===== config.mk =====
export PLATFORM = sky130hd
export DESIGN_NAME = seg7_reader
export DESIGN_NICKNAME = d
export VERILOG_FILES = /design/src/rtl/seg7_reader.sv
export SDC_FILE = /design/constraint.sdc
export NUM_CORES = 1
export LEC_CHECK = 0
export ABC_CLOCK_PERIOD_IN_PS = 2200
export BUFFER_PORTS_ARGS = -buffer_cell sky130_fd_sc_hd__buf_4
export CAP_MARGIN = 0
export CORE_MARGIN = 3
export CORE_UTILIZATION = 50
export DETAILED_ROUTE_END_ITERATION = 8
export MAX_ROUTING_LAYER = met4
export PLACE_DENSITY_LB_ADDON = 0.08
export SYNTH_ARGS = -nofsm -noshare
export SYNTH_HDL_FRONTEND = slang
export SYNTH_SLANG_ARGS = --single-unit

===== constraint.sdc =====
create_clock -name clk -period 2.2 [get_ports clk]
set_clock_uncertainty 0.15 [all_clocks]
set_input_delay 0.44 -clock clk [delete_from_list [all_inputs] [get_ports clk]]
set_output_delay 0.44 -clock clk [all_outputs]
set_load 0.02 [all_outputs]

===== src/rtl/seg7_reader.sv =====
// Seven-segment bus reader: filters glitches on the multiplexed segment/digit lines and
// reassembles the four displayed hex digits into a 16-bit word with a completion pulse.
module seg7_reader #(
  parameter int unsigned STABLE = 4
) (
  input  logic        clk,
  input  logic        rst_n,
  input  logic [0:6]  seg,
  input  logic [3:0]  dig,
  output logic [15:0] value,
  output logic        valid,
  output logic [3:0]  bad
);

  localparam int unsigned CntW = $clog2(STABLE + 1);
  typedef logic [CntW-1:0] cnt_t;
  localparam cnt_t CntMax = cnt_t'(STABLE);
  localparam cnt_t CntCap = cnt_t'(STABLE - 1);

  logic [3:0]       s_dig_q;
  logic [0:6]       s_seg_q;
  cnt_t             cnt_q, cnt_d;
  logic [3:0][3:0]  nib_q, nib_d;
  logic [3:0]       badacc_q, badacc_d;
  logic [3:0]       seen_q, seen_d;
  logic [15:0]      value_d;
  logic [3:0]       bad_d;
  logic             valid_d;

  logic             same;
  logic             capture;
  logic             onehot;
  logic [3:0]       dec_nib;
  logic             dec_ill;

  assign same    = (dig == s_dig_q) && (seg == s_seg_q);
  assign capture = same && (cnt_q == CntCap);
  assign onehot  = (s_dig_q != 4'd0) && ((s_dig_q & (s_dig_q - 4'd1)) == 4'd0);

  // Pattern literals read a..g left to right, matching seg[0]=a as the MSB.
  always_comb begin
    dec_nib = 4'h0;
    dec_ill = 1'b0;
    case (s_seg_q)
      7'b1111110: dec_nib = 4'h0;
      7'b0110000: dec_nib = 4'h1;
      7'b1101101: dec_nib = 4'h2;
      7'b1111001: dec_nib = 4'h3;
      7'b0110011: dec_nib = 4'h4;
      7'b1011011: dec_nib = 4'h5;
      7'b1011111: dec_nib = 4'h6;
      7'b1110000: dec_nib = 4'h7;
      7'b1111111: dec_nib = 4'h8;
      7'b1111011: dec_nib = 4'h9;
      7'b1110111: dec_nib = 4'hA;
      7'b0011111: dec_nib = 4'hB;
      7'b1001110: dec_nib = 4'hC;
      7'b0111101: dec_nib = 4'hD;
      7'b1001111: dec_nib = 4'hE;
      7'b1000111: dec_nib = 4'hF;
      default:    dec_ill = 1'b1;
    endcase
  end

  always_comb begin
    if (!same) begin
      cnt_d = '0;
    end else if (cnt_q != CntMax) begin
      cnt_d = cnt_q + cnt_t'(1);
    end else begin
      cnt_d = cnt_q;
    end
  end

  always_comb begin
    nib_d    = nib_q;
    badacc_d = badacc_q;
    seen_d   = seen_q;
    value_d  = value;
    bad_d    = bad;
    valid_d  = 1'b0;
    if (capture && onehot) begin
      for (int i = 0; i < 4; i++) begin
        if (s_dig_q[i]) begin
          nib_d[i]    = dec_nib;
          badacc_d[i] = dec_ill;
          seen_d[i]   = 1'b1;
        end
      end
      // Completion merges the digit captured on this very edge.
      if (seen_d == 4'hF) begin
        value_d  = nib_d;
        bad_d    = badacc_d;
        valid_d  = 1'b1;
        seen_d   = 4'h0;
        badacc_d = 4'h0;
      end
    end
  end

  always_ff @(posedge clk or negedge rst_n) begin
    if (!rst_n) begin
      s_dig_q  <= '0;
      s_seg_q  <= '0;
      cnt_q    <= '0;
      nib_q    <= '0;
      badacc_q <= '0;
      seen_q   <= '0;
      value    <= '0;
      bad      <= '0;
      valid    <= 1'b0;
    end else begin
      s_dig_q  <= dig;
      s_seg_q  <= seg;
      cnt_q    <= cnt_d;
      nib_q    <= nib_d;
      badacc_q <= badacc_d;
      seen_q   <= seen_d;
      value    <= value_d;
      bad      <= bad_d;
      valid    <= valid_d;
    end
  end

endmodule


# Word-level counts from Yosys, hierarchy flattened
# Cells that the tools add are included.
# classes
addsub	2
eq_ne	22
n_mux	24
bitwise	1
n_reduce_logical	8
# ops
op	n
== test 7 bit, second input constant	12
case mux 4 bit (15 select lines)	1
2-to-1 mux 4 bit	6
== test 7 x 6 -> 1 bit, second input constant	3
OR reduction 16 bit	1
2-to-1 mux 1 bit	15
== test 7 x 5 -> 1 bit, second input constant	1
== test 7 bit	1
2-to-1 mux 3 bit	2
AND 4 bit	1
== test 4 bit	1
== test 4 bit, second input constant	1
logical AND 1 bit	4
logical NOT 4 bit	1
nonzero test 4 bit	1
subtractor 4 x 1 -> 4 bit, second input constant	1
adder 3 x 1 -> 3 bit, second input constant	1
== test 3 x 2 -> 1 bit, second input constant	1
!= test 3 bit, second input constant	1
!= test 2 x 1 -> 1 bit, second input constant	1
AND reduction 2 bit	1
# word_totals
ff_bits	59
output_inout_bits	21

# Depth between registers and ports, before layout
# Gate-level depths: netlist of run 1.
# logic_depth
word_depth	9
mapped_depth	8
depth_no_buf	6

# Worst setup path after synthesis of run 1
# No wires, ideal clock.
# synth_path
path_kind	flip-flop to flip-flop
from	reg s_dig_q[0]
to	reg value[0]
setup_ns	0.125
t_arrival_ns	2.166
required_time_ns	1.925
path_slack_ns	-0.241
stages_incl_launch_ff	9
path_cell_list	dfrtp_1 -> buf_6 -> xnor2_2 -> nand4_1 -> or3_1 -> buf_2 -> nor4_4 -> buf_8 -> mux2_4
# synth_between
elab_chain_cells	6
elab_cells_between_ends	14
cone_classes	add/sub (1); eq/ne (2); mux (3); bitwise (1); reduce/logical (7)
# synth_rtl
item	line	source
start: declaration	20	logic [3:0] s_dig_q;
start signal: assignment	113	s_dig_q <= dig;
subtractor 4 x 1 -> 4 bit	38	assign onehot = (s_dig_q != 4'd0) && ((s_dig_q & (s_dig_q - 4'd1)) == 4'd0);
AND 4 bit	38	
logical NOT 4 bit	38	
logical AND 1 bit	38	
logical AND 1 bit	82	if (capture && onehot) begin
AND reduction 2 bit (no source line)	--	
end signal: assignment	119	value <= value_d;
end: declaration	10	output logic [15:0] value,
# Parallel ways exist; a longest one is shown, timed or not. The select of a mux whose other input is x is not followed.
# A chain may end at the register's enable or synchronous reset.

# Worst setup path after layout of run 1
# layout_path
from	reg s_dig_q[2]
to	reg value[8]
# Same word-level chain as after synthesis.

==> results of run 1 <==
-- critical path: cells and delay by family (launching register included) --
family | cells | cell delay, ns
buf+inv | 4 | 0.62
simple gates | 2 | 0.54
flops | 1 | 0.41
mux | 1 | 0.30
compound gates | 1 | 0.07
-- layer usage --
metal / up-vias / track usage [%] / share of wire [%]
li1: 1229 / - / -
met1: 1266 / 31.9 / 46
met2: 64 / 34.4 / 48
met3: 9 / 4.84 / 4.9
met4: 0 / 6.29 / 1.2
met5: - / - / 0
-- power groups by stage --
stage	registers (uW)	logic [uW]	clock network, uW
after CTS	1100	266	1030
after global placement	1120	246	0
after floorplan	1120	135	0
after global routing	1100	307	1080
final	1100	284	1010
after detailed placement	1120	251	0
-- placed cells by master, fill, tap and decap left out, types with 2 or more instances in the layout --
| master | count |
|---|---|
| a211oi_1 | 2 |
| a21oi_1 | 27 |
| a21oi_2 | 7 |
| a311oi_2 | 2 |
| a31oi_1 | 4 |
| buf_4 | 76 |
| buf_6 | 6 |
| buf_8 | 2 |
| clkbuf_8 | 11 |
| clkinv_2 | 2 |
| dfrtp_1 | 59 |
| ha_1 | 3 |
| inv_1 | 7 |
| mux2_4 | 16 |
| nand2_1 | 13 |
| nand3_1 | 7 |
| nand3b_1 | 2 |
| nand4_1 | 3 |
| nand4b_1 | 4 |
| nor2_1 | 27 |
| nor2b_1 | 4 |
| nor3_1 | 2 |
| nor4_1 | 3 |
| nor4_2 | 2 |
| nor4b_4 | 2 |
| o211ai_1 | 2 |
| o21ai_0 | 27 |
| o21ai_1 | 10 |
| o41ai_2 | 4 |
| or4_1 | 2 |
| or4bb_1 | 3 |
| xnor2_1 | 8 |
| xnor2_2 | 5 |
-- cell families after synthesis --
family | share of synthesized area (%)
AND/OR/NAND/NOR | 14.9
XOR/XNOR | 4.76
adder cells (fa/ha/maj) | 1.23
multiplexers | 7.15
buffers and inverters | 5.83
flip-flops | 48.5
AO/OA/AOI/OAI | 17.7
-- what timing repair did --
| action | in CTS | in global routing |
|---|---|---|
| pin swaps | 4 | 3 |
| cloned | 2 | 0 |
| endpoints found under the setup margin | 33 | 44 |
| resized for setup | 28 | 23 |
| buffers inserted | 3 | 2 |
-- how the worst max path moves through the flow --
stage / start / end / cells after the start
2_1_floorplan: s_seg_q[3] / value[0] / 8
3_3_place_gp: seg[2] / value[2] / 7
3_5_place_dp: dig[2] / value[1] / 7
4_1_cts: s_dig_q[0] / value[8] / 8
5_1_grt: s_seg_q[2] / value[8] / 7
6_report: s_dig_q[2] / value[8] / 8
-- stage by stage --
| step | cells | setup slack, ns | cell area, um2 | power [uW] |
|---|---|---|---|---|
| detailed placement | 424 | -0.306 | 3600 | 1370 |
| global placement | 424 | -0.282 | 3600 | 1370 |
| floorplan | 300 | -0.240 | 3080 | 1260 |
| global route | 446 | -0.104 | 4060 | 2490 |
| CTS | 445 | -0.0142 | 3960 | 2400 |
| finish | 446 | -0.0145 | 4060 | 2400 |
-- sequential cells by signal (all words and copies together), names as in the netlist --
register  cells
valid         1
badacc_q      4
s_seg_q       7
nib_q        16
value        16
seen_q        4
bad           4
s_dig_q       4
cnt_q         3
-- synth_stat cells, types with 4 or more instances --
library cell / number / area, um2
clkbuf_1: 16 / 60.1
nor2_1: 27 / 101
a21oi_1: 34 / 170
nor4_1: 5 / 31.3
nand2_1: 13 / 48.8
mux2_2: 4 / 45.0
nor2b_1: 4 / 25.0
nand4b_1: 4 / 35.0
inv_1: 8 / 30.0
a31oi_1: 6 / 37.5
o21ai_0: 36 / 180
mux2_4: 10 / 150
o41ai_1: 4 / 35.0
buf_6: 4 / 45.0
nand3_1: 7 / 35.0
buf_2: 4 / 20.0
xnor2_1: 10 / 87.6
dfrtp_1: 59 / 1480
-- final cells by class --
type                            instances  area (um2)  area share, %
Timing Repair Buffer                   84         668           16.4
Sequential cell                        59        1480           36.3
Inverter                                8        30.0          0.739
Clock buffer                           12         155           3.82
Multi-Input combinational cell        207        1600           39.3
Clock inverter                          4        48.8           1.20
Tap cell                               72        90.1           2.22
==> summary.md, run 1 <==
| Metric | Value |
|---|---|
| DIE AREA | 7070 um2 |
| DR pass1 iterations | 4 |
| Syn_nets | 316 |
| Clock Power Share | 42.1% |
| Class of the worst hold path | input port to async pin |
| WL/cell | 16.8 um |
| Most frequent cell on the critical path | buf_6 |
| Mean Syn Cell Area | 10.2 um2 |
| CP max-delay cell | dfrtp_1 |
| Slew @ Worst Pin | 0.757 ns |
| Overall routing resource usage | 23.0% |
| Nets | 385 |
| Pint | 1800 uW |
| CP cell instances | buf_6 -> nor4b_4 -> a311oi_2 -> buf_4 -> nor4_4 -> buf_6 -> buf_8 -> mux2_4 |
| Worst slew margin | 49.6% |
| CTS Hold Buffers Added | 0 |
| Gpl congestion | 0.785 |
| Leakage power | 0.00185 uW |
| VDD IR-drop max | 0.000412 V |
| Reg power frac | 46.1% |
| Ys flop type | dfrtp_1 |
| Number of port buffers | 33 |
| Initial antenna violation count | 0 |
| Via count | 2568 |
| Sink Count | 59 |
| Fillers | 434 |
| Worst skew pair latency | 0.34 ns |
| Delay of the slowest cell on the worst path | 0.41 ns |
| RSZ-0062 raised after global routing | yes |
| Vias in the first global route | 2552 |
| Max-cap violations | 0 |
| R2R Setup Slk | -0.01 ns |
| Rows | 27 |
| Crit start category | register |
| Tcrit/Tclk final | 101% |
| Max-slew violation count | 0 |
| DRC errors left | 0 |
| Post-layout worst setup margin | -0.0145 ns |
| Post-synth EDFFs | 0 |
| R2r endpoint | value[8] |
| Drt total wl | 7.50 mm |
| CTS buffer count | 9 |
| HPWL after DPL | 4.91 mm |
| Failing checks | setup timing |
| Remaining antenna violation count | 0 |
| Yosys reg bits | 59 |
| Layout area overhead | 33.4% |
| Final hold slack | 0.0111 ns |
| Post-Synthesis Cells | 300 |
| Grt ovf | 0 |
| Worst-path clk slew | 0.07 ns |
| Initial core utilization | 53.4% |
| Synth unique cells | 45 |
| R2R depth | 8 |
| IO Pins | 34 |
| CTS tree | done |
| Worst EP required | 2.27 ns |
| Largest net degree at the start of global routing | 60 |
| Clock root buffer | clkbuf_8 |
| Status | finished, violations left |
| Worst Path Arrival | 2.28 ns |
| Combinational share of power | 11.8% |
| Core area | 5710 um2 |
| CTS Buffer Depth | 2 |
| Reg2reg start | s_dig_q[2] |
| CTS HTree Levels | 3 |
| Sw frac | 24.7% |
| CP endpoint kind | register |
| Global-route wire length before repair | 12.6 mm |
| Worst-path fanout max | 6 |
| NetSw | 593 uW |
| Mapped cell area | 3050 um2 |
| Pwr Density | 590 nW/um2 |
| # diodes | 0 |
| Asr flop ratio synth | 100% |
| Die X | 84.1 um |
| Fmax | 452 MHz |
| Final hold vios | 0 |
| Layout cell share with drive strength beyond 1 | 39.8% |
| Setup-failing EPs final | 14 |
| Min Tclk post-route | 2.21 ns |
| Initial drt markers | 109 |
| Synth Warn # | 0 |
| Setup Total Neg Slack | -0.100 ns |
| Register area share after synthesis | 48.5% |
| Via density | 5.76 |
| Final core occ | 71.2% |
| Die Y | 84.1 um |
| Critical path class | register to register |
Note: power is estimated with default switching activity, not from simulation.
==> inputs of run 2 (changes only) <==
Settings changed: PLACE_DENSITY from default to 0.82, PLACE_DENSITY_LB_ADDON 0.08 to default.
==> run 2 against run 1 <==
Effect of this change:
- largest power group unchanged
- sequential share of layout area fell by 3.6 points
- final area rose by 11%
- global-route usage rose by 2.2 points
- fmax fell by 13%
- register-to-register slack got worse by 0.32 ns
- core utilization rose by 7.8 points
- critical path depth fell by 2
- critical path type unchanged
- first-iteration DRC count rose to 3.4 times the previous value
- the run still ends with setup timing left
- clock-buffer cell count fell by 3
- sequential power barely moved
- routed wire length rose by 40%
==> summary.md, run 2 (synthesis results as in run 1) <==
| Metric | Value |
|---|---|
| Status | finished, violations left |
| Failing checks | setup timing |
| Largest net degree at the start of global routing | 60 (unchanged) |
| Crit start category | register |
| NetSw | 683 uW (+15%) |
| Combinational share of power | 13.9% (+2.1 points) |
| Worst skew pair latency | 0.34 ns (about the same) |
| DIE AREA | 7070 um2 (unchanged) |
| Layout area overhead | 48.0% |
| Remaining antenna violation count | 0 (unchanged) |
| RSZ-0062 raised after global routing | yes |
| CP endpoint kind | register |
| Initial antenna violation count | 0 (unchanged) |
| CTS HTree Levels | 3 (unchanged) |
| Slew @ Worst Pin | 0.751 ns (-0.00585 ns) |
| Vias in the first global route | 2776 (+8.8%) |
| Overall routing resource usage | 25.2% (+2.2 points) |
| Leakage power | 0.00196 uW (+5.9%) |
| DRC errors left | 0 (unchanged) |
| Die X | 84.1 um (unchanged) |
| Total Power | 2450 uW (+2.3%) |
| Final hold vios | 0 (unchanged) |
| Area after DPL | 3670 um2 (+1.8%) |
| Most common cell after layout, fill and taps aside | buf_4 |
| Setup-failing EPs final | 44 (+30) |
| Setup Total Neg Slack | -7.60 ns (-7.50 ns) |
| CTS Buffer Depth | 2 (unchanged) |
| CTS tree | done |
| Final instance area | 4510 um2 (+11%) |
| Initial drt markers | 373 (+240%) |
| Post-layout worst setup margin | -0.337 ns (-0.323 ns) |
| Sink Count | 59 (unchanged) |
| Global-route wire length before repair | 13.7 mm (+8.7%) |
| Initial core utilization | 53.4% (unchanged) |
| Number of port buffers | 33 (unchanged) |
| Via count | 2977 (+16%) |
| Worst slew margin | 50.0% (+0.39 points) |
| Reg power frac | 45.1% (-1.0 points) |
| Pint | 1770 uW (-1.9%) |
| # diodes | 0 (unchanged) |
| Grt ovf | 0 (unchanged) |
| Fmax | 394 MHz (-13%) |
| HPWL after DPL | 4.82 mm (-1.9%) |
| CTS Hold Buffers Added | 0 (unchanged) |
| Core area | 5710 um2 (unchanged) |
| Pre-CTS WS | -0.323 ns (-0.0169 ns) |
| Sw frac | 27.8% (+3.1 points) |
| Via density | 6.47 (+12%) |
| R2R depth | 6 (-2) |
| Die Y | 84.1 um (unchanged) |
| Fillers | 286 (-34%) |
| Critical path class | register to register |
| VDD IR-drop max | 0.000584 V (+42%) |
| WL/cell | 22.8 um (+36%) |
| Min Tclk post-route | 2.54 ns (+0.323 ns) |
| IO Pins | 34 (unchanged) |
| Biggest regs | nib_q: 16 flops, value: 16 flops, s_seg_q: 7 flops |
| Rows | 27 (unchanged) |
| Class of the worst hold path | input port to async pin |
| Max-cap violations | 0 (unchanged) |
| DR pass1 iterations | 6 (+2) |
| Worst-path clk slew | 0.07 ns (about the same) |
| Worst-path fanout max | 6 (unchanged) |
| Worst Path Arrival | 2.59 ns (+0.31 ns) |
| Clock Power Share | 41.0% (-1.1 points) |
| Tcrit/Tclk final | 115% (+15 points) |
| Nets | 399 (+3.6%) |
| Drt total wl | 10.5 mm (+40%) |
| Worst EP required | 2.26 ns (about the same) |
| Gpl congestion | 0.869 (+11%) |
| Final core occ | 79.0% (+7.8 points) |
| Max-slew violation count | 0 (unchanged) |
| Most frequent cells in the layout | buf_4 (81), dfrtp_1 (59), a21oi_1 (24) |
| Pwr Density | 544 nW/um2 (-7.8%) |
| CTS buffer count | 9 (unchanged) |
| Layout cell share with drive strength beyond 1 | 50.8% (+11 points) |
| Clock root buffer | clkbuf_8 |
[run 2: worst paths after layout]
path                                to        from  slack (ns)
min                         s_dig_q[2]       rst_n       0.008
min in group clk            s_seg_q[5]      seg[5]        0.07
max in group asynchronous     nib_q[8]       rst_n        1.38
max reg2reg                badacc_q[3]  s_dig_q[1]       -0.34
min reg2reg                   nib_q[4]    nib_q[4]        0.36
max                        badacc_q[3]  s_dig_q[1]       -0.34
[run 2: worst max-delay path, cell delays in order (launching register included)]
cell      delay [ns]
dfrtp_1         0.40
buf_4           0.18
nor4b_4         0.35
a311oi_2        0.12
or4_4           0.60
buf_12          0.19
o41ai_4         0.40
[run 2: stage by stage]
| stage | std cells | hold WS, ns |
|---|---|---|
| global placement | 431 | 0.308 |
| finish | 460 | 0.00808 |
| floorplan | 300 | -0.00559 |
| CTS | 455 | 0.0396 |
| global route | 460 | 0.0580 |
| detailed placement | 431 | 0.339 |
[run 2: final cells by class]
class | count | area, um2 | area share, %
well taps | 72 | 90.1 | 2.00
flip-flops and latches | 59 | 1480 | 32.8
clock inverters | 7 | 76.3 | 1.69
repair buffers | 98 | 886 | 19.7
multi-input cells | 207 | 1830 | 40.5
clock buffers | 9 | 124 | 2.75
inverters | 8 | 30.0 | 0.666
[run 2: repair_timing]
action	CTS	global route
gates cloned	3	3
setup endpoints to repair	40	44
resized for setup	45	89
setup buffers	5	3
pin swaps	11	16
[run 2: power by group through the flow]
stage	combinational [uW]	sequential, uW	clock [uW]
after floorplan	135	1120	0
after global placement	253	1120	0
after detailed placement	260	1120	0
after CTS	295	1100	1000
after global routing	360	1110	1070
final	342	1110	1000
[run 2: metal layers]
metal	vias to the layer above	part of all wire [%]	global-route usage, %
met5	-	0	-
met4	0	5.2	13.6
met3	64	9.4	4.44
met2	203	48	39.1
met1	1454	37	31.2
li1	1256	-	-
